## config.mk

```make
export PLATFORM = sky130hd
export DESIGN_NAME = seg7_scan_driver
export DESIGN_NICKNAME = d
export VERILOG_FILES = /design/src/rtl/seg7_pkg.sv /design/src/rtl/seg7_glyph_decoder.sv /design/src/rtl/seg7_scan_driver.sv
export SDC_FILE = /design/constraint.sdc
export NUM_CORES = 1
export LEC_CHECK = 0
export ABC_AREA = 1
export CAP_MARGIN = 5
export CORE_AREA = 5 5 94 96
export CTS_CLUSTER_SIZE = 8
export DETAILED_ROUTE_END_ITERATION = 8
export DIE_AREA = 0 0 99 101
export PLACE_DENSITY = 0.83
export SETUP_SLACK_MARGIN = 0.05
export SYNTH_ARGS = -nofsm -noshare
export SYNTH_HDL_FRONTEND = slang
export SYNTH_SLANG_ARGS = --single-unit
export TNS_END_PERCENT = 100
```

## constraint.sdc

```tcl
create_clock -name clock -period 2 [get_ports clock]
set_input_delay 0.4 -clock clock [delete_from_list [all_inputs] [get_ports clock]]
set_output_delay 0.4 -clock clock [all_outputs]
set_load 0.1 [all_outputs]
```

## src/rtl/seg7_pkg.sv

```systemverilog
// Shared constants and types for the 8-digit seven-segment scan driver:
// code field positions, glyph indices and blank/off patterns.
package seg7_pkg;

  localparam int NUM_DIGITS = 8;
  localparam int CODE_W     = 6;
  localparam int IDX_W      = $clog2(NUM_DIGITS);

  localparam int EN_BIT    = 5;
  localparam int GLYPH_MSB = 4;
  localparam int GLYPH_LSB = 1;
  localparam int DP_BIT    = 0;

  localparam logic [3:0] GLYPH_A    = 4'd10;
  localparam logic [3:0] GLYPH_B    = 4'd11;
  localparam logic [3:0] GLYPH_C    = 4'd12;
  localparam logic [3:0] GLYPH_E    = 4'd13;
  localparam logic [3:0] GLYPH_J    = 4'd14;
  localparam logic [3:0] GLYPH_DASH = 4'd15;

  localparam logic [6:0]            SEG_BLANK = 7'h7F;
  localparam logic [NUM_DIGITS-1:0] AN_OFF    = '1;

  typedef logic [CODE_W-1:0] code_t;

  // Slot 0 is the leftmost digit, which sits on the top anode bit.
  function automatic logic [NUM_DIGITS-1:0] anode_for(input logic [IDX_W-1:0] idx);
    return ~(NUM_DIGITS'(1) << (NUM_DIGITS - 1 - int'(idx)));
  endfunction

endpackage

```

## src/rtl/seg7_glyph_decoder.sv

```systemverilog
// Combinational glyph index to active-low {g,f,e,d,c,b,a} segment decoder.
// Also reused by the display manager's bench to check codes.
module seg7_glyph_decoder
  import seg7_pkg::*;
(
  input  logic [3:0] glyph_idx,
  output logic [6:0] seg
);

  // NOTE: assigning a default before the case keeps every path driven, so no latch is inferred.
  always_comb begin
    seg = SEG_BLANK;
    case (glyph_idx)
      4'd0:       seg = 7'b1000000;
      4'd1:       seg = 7'b1111001;
      4'd2:       seg = 7'b0100100;
      4'd3:       seg = 7'b0110000;
      4'd4:       seg = 7'b0011001;
      4'd5:       seg = 7'b0010010;
      4'd6:       seg = 7'b0000010;
      4'd7:       seg = 7'b1111000;
      4'd8:       seg = 7'b0000000;
      4'd9:       seg = 7'b0010000;
      GLYPH_A:    seg = 7'b0001000;
      GLYPH_B:    seg = 7'b0000011;
      GLYPH_C:    seg = 7'b1000110;
      GLYPH_E:    seg = 7'b0000110;
      GLYPH_J:    seg = 7'b1100001;
      GLYPH_DASH: seg = 7'b0111111;
      default:    seg = SEG_BLANK;
    endcase
  end

endmodule

```

## src/rtl/seg7_scan_driver.sv

```systemverilog
// Time-multiplexed 8-digit common-anode seven-segment driver with per-frame
// shadow capture and inter-digit blanking. Optional blinking: SEG7_BLINK_EN.
module seg7_scan_driver
  import seg7_pkg::*;
#(
  parameter int TICK_DIV     = 100000,
  parameter int BLANK_CYCLES = 64
) (
  input  logic                  clock,
  input  logic                  reset,
  input  logic [CODE_W-1:0]     d1,
  input  logic [CODE_W-1:0]     d2,
  input  logic [CODE_W-1:0]     d3,
  input  logic [CODE_W-1:0]     d4,
  input  logic [CODE_W-1:0]     d5,
  input  logic [CODE_W-1:0]     d6,
  input  logic [CODE_W-1:0]     d7,
  input  logic [CODE_W-1:0]     d8,
`ifdef SEG7_BLINK_EN
  input  logic [NUM_DIGITS-1:0] blink_mask,
`endif
  output logic [NUM_DIGITS-1:0] an,
  output logic [6:0]            seg,
  output logic                  dp
);

  localparam int CNT_W = $clog2(TICK_DIV);

  logic [CNT_W-1:0]      cnt_q, cnt_d;
  logic [IDX_W-1:0]      idx_q, idx_d;
  code_t                 shadow_q [NUM_DIGITS];
  code_t                 shadow_d [NUM_DIGITS];
  logic [NUM_DIGITS-1:0] an_q, an_d;
  logic [6:0]            seg_q, seg_d;
  logic                  dp_q, dp_d;

  logic       slot_end, frame_end, in_blank, blink_dark, lit;
  code_t      cur_code;
  logic [6:0] glyph_seg;

  assign slot_end  = (cnt_q == CNT_W'(TICK_DIV - 1));
  assign frame_end = slot_end && (idx_q == IDX_W'(NUM_DIGITS - 1));
  assign in_blank  = (cnt_q < CNT_W'(BLANK_CYCLES));
  assign cur_code  = shadow_q[idx_q];

  seg7_glyph_decoder u_glyph (
    .glyph_idx (cur_code[GLYPH_MSB:GLYPH_LSB]),
    .seg       (glyph_seg)
  );

`ifdef SEG7_BLINK_EN
  logic [NUM_DIGITS-1:0] mask_q, mask_d;
  logic [5:0]            frame_q, frame_d;

  always_comb begin
    mask_d  = mask_q;
    frame_d = frame_q;
    if (frame_end) begin
      mask_d  = blink_mask;
      frame_d = frame_q + 6'd1;
    end
  end

  always_ff @(posedge clock) begin
    if (reset) begin
      mask_q  <= '0;
      frame_q <= '0;
    end else begin
      mask_q  <= mask_d;
      frame_q <= frame_d;
    end
  end

  assign blink_dark = frame_q[5] & mask_q[idx_q];
`else
  assign blink_dark = 1'b0;
`endif

  always_comb begin
    cnt_d    = slot_end ? '0 : cnt_q + CNT_W'(1);
    idx_d    = slot_end ? idx_q + IDX_W'(1) : idx_q;
    shadow_d = shadow_q;
    if (frame_end) begin
      shadow_d = '{d1, d2, d3, d4, d5, d6, d7, d8};
    end

    lit  = cur_code[EN_BIT] & ~in_blank & ~blink_dark;
    an_d  = AN_OFF;
    seg_d = SEG_BLANK;
    dp_d  = 1'b1;
    if (lit) begin
      an_d  = anode_for(idx_q);
      seg_d = glyph_seg;
      dp_d  = cur_code[DP_BIT];
    end
  end

  // NOTE: sequential state uses non-blocking assignment so every flop samples pre-edge values.
  always_ff @(posedge clock) begin
    if (reset) begin
      cnt_q <= '0;
      idx_q <= '0;
      // NOTE: the shadow store is reset on purpose; all-zero codes keep the display dark until the first capture.
      shadow_q <= '{default: '0};
      an_q     <= AN_OFF;
      seg_q    <= SEG_BLANK;
      dp_q     <= 1'b1;
    end else begin
      cnt_q    <= cnt_d;
      idx_q    <= idx_d;
      shadow_q <= shadow_d;
      an_q     <= an_d;
      seg_q    <= seg_d;
      dp_q     <= dp_d;
    end
  end

  assign an  = an_q;
  assign seg = seg_q;
  assign dp  = dp_q;

endmodule
```

==> qor.yml <==
drcViolationCount: 0
cts_sinks: 84
max-vdd-ir-drop_v: 0.000318
tns_ps: 0
clock_skew_ps: 9.70
place_hpwl_microns: 6800
cp-startpoint: "idx_q[0]$_SDFFE_PP0N_"
area_growth_pct: 22.6
r2r_end: "seg[6]$_SDFF_PP1_"
min_path_type: "register to register"
numCtsBuffers: 9
antenna_cells: 0
status: "complete, no violations"
setup_viol: 0
cp.required_ps: 2260
final-max-slew-violation-count: 0
reg2regPathDepth: 12
setup_ws_ps: 172
grt_pass1_wl_microns: 15700
fin_total_pwr_uw: 3050
drtIter0Drc: 269
synth.avg_cell_area_sq_um: 6.55
cts.clk_slew.worst_paths_ps: 80
grt_start_max_net_pins: 80
hold_viol_final: 0
clockRootBuffer: "clkbuf_8"
max_freq_mhz: 547
mappedNetlistArea_sq_mm: 0.00416
die_x_microns: 99
ys_types: 24
synth_warnings: 0
ant_nets: 0
core_sq_mm: 0.00797
drt_pass1_iterations: 7
worst_slew_pin_slew_ps: 388
critical_path_class: "register to register"
reg2reg_setup_slack_ps: 170
ys_seq_area_share_pct: 40.5
netlist_instances: 634
synth-seq-cells: 84
drive_gt1_share_pct: 8.36
place_ws_ps: 98.0
avgViaCountPerCell: 4.82
hold-path-cell-count: 1
cts_tree: "done"
num_rows: 33
cts_buffer_depth: 2
p_leak_uw: 0.00230
routedWlPerCell_microns: 11.7
totalWireLength_microns: 9460
power_density_mw_per_mm2: 598
fin_util_pct: 64.0
antenna_found_initial: 0
fin_crit_sh_pct: 91.4
vias: 3905
cts_hold_buf: 0
cap_violations: 0
die_area_sq_mm: 0.0100
gr-total-overflow: 0
path_max_fanout: 13
regToRegStartpoint: "idx_q[0]$_SDFFE_PP0N_"
finalCriticalPeriod_ps: 1830
io_buffers: 65
cp-start-kind: "register"
gp_congestion: 0.939
cp-end-kind: "register"
initial_core_util_pct: 52.1
htree_levels: 3
min-delay-start: "cnt_q[0]$_SDFF_PP0_"
clock_latency_ps: 370
synthesis.nets: 697
ios: 66
grt_usage_pct: 19.3
fp.dieH_microns: 101
arrival_ps: 2090
num-nets-final: 764
rsz0062_at_grt: "false"
holdPathEnd: "cnt_q[0]$_SDFF_PP0_"
slew-limit-headroom_pct: 74.1
grt_pass1_vias: 3598
-- report_power, final --
| part | internal [uW] | leakage (uW) | switching (uW) |
|---|---|---|---|
| combinational | 99.1 | 0.00152 | 49.5 |
| clock | 585 | 0.000100 | 634 |
| sequential | 1670 | 0.000678 | 3.04 |
-- worst max-delay path by stage --
stage / slack (ps) / cells past startpoint / endpoint
final: 170 / 12 / seg[6]$_SDFF_PP1_
after global routing: 10 / 12 / seg[6]$_SDFF_PP1_
after CTS: 70 / 12 / seg[1]$_SDFF_PP1_
after detailed placement: 100 / 12 / seg[1]$_SDFF_PP1_
after global placement: 230 / 12 / seg[1]$_SDFF_PP1_
after floorplan: 200 / 13 / seg[1]$_SDFF_PP1_
-- cells in the final DEF, fill, tap and decap left out, types with 2 or more instances in the layout --
cell type,n
clkinvlp_4,4
a21oi_1,18
nand2_2,2
dfxtp_1,83
nor2_1,79
clkdlybuf4s50_1,49
inv_6,3
nor3_1,6
inv_1,121
inv_2,2
clkinv_2,2
o21ai_0,58
or2_2,2
nand3b_1,3
nand4_1,7
nand3_1,42
nand2_1,160
clkbuf_8,9
ha_1,13
buf_4,28
xor2_1,6
-- registers in the layout, summed over array words and instances, names as in the netlist --
signal    cells
dp            1
idx_q         3
an            8
seg           7
shadow_q     48
cnt_q        17
-- metrics by stage --
step	std cells	hold WS, ps	instance area (sq um)
floorplan	634	418	4160
detailed placement	790	439	4840
global placement	790	428	4840
finish	811	451	5100
CTS	806	451	5040
global route	811	503	5100
-- timing repair --
item                       CTS  global route
hold endpoints to repair     0             0
setup endpoints to repair    0             7
gates resized for setup      0             8
buffers inserted             0             4
-- worst max-delay path, cell delays in order (launching register included) --
cell	delay, ps
dfxtp_4	400
buf_4	200
nand2_1	80
nand3_1	100
nand2_1	60
nand2_1	50
nand2_1	70
buf_4	160
ha_1	230
nor2_1	140
nor2_1	60
nor2_1	100
nand2_1	60
-- cells by family after synthesis --
family / after synthesis / synth area share [%]
adder cells (fa/ha/maj): 13 / 3.91
buffers and inverters: 149 / 14.7
flip-flops: 84 / 40.5
XOR/XNOR: 6 / 1.26
AND/OR/NAND/NOR: 305 / 30.3
AO/OA/AOI/OAI: 77 / 9.33
-- cell usage after synthesis --
| cell type | n | share of area, % |
|---|---|---|
| xor2_1 | 6 | 1.3 |
| dfxtp_1 | 84 | 40 |
| nand2_2 | 1 | 0.15 |
| nand2_1 | 161 | 15 |
| ha_1 | 13 | 3.9 |
| or2_2 | 2 | 0.30 |
| nand3b_1 | 3 | 0.54 |
| inv_2 | 1 | 0.090 |
| o21a_1 | 1 | 0.18 |
| buf_2 | 5 | 0.60 |
| nor2_2 | 1 | 0.15 |
| a21oi_1 | 18 | 2.2 |
| nor3_2 | 1 | 0.24 |
| clkbuf_1 | 12 | 1.1 |
| buf_6 | 5 | 1.4 |
| nand3_1 | 42 | 5.1 |
| nor3b_1 | 1 | 0.18 |
| nand4_1 | 7 | 1.1 |
| nor2_1 | 79 | 7.1 |
| buf_4 | 2 | 0.36 |
| nor3_1 | 6 | 0.72 |
| inv_1 | 124 | 11 |
| o21ai_0 | 58 | 7.0 |
| nand3_2 | 1 | 0.24 |
-- layout make-up --
class                           count  area [sq um]
Clock buffer                        9           124
Clock inverter                      7          73.8
Timing Repair inverter              1          7.51
Multi-Input combinational cell    401          1870
Tap cell                          105           131
Inverter                          125           477
Sequential cell                    84          1690
Fill cell                         703          2870
Timing Repair Buffer               79           732
-- metal layers --
metal,vias to the layer above,track usage (%),part of all wire [%]
met5,-,0,0
met4,0,8.51,2.5
met3,26,6.02,7.5
met2,132,30.3,44
met1,1700,24.4,46
li1,2047,-,-
Note: power is estimated with default switching activity, not from simulation.
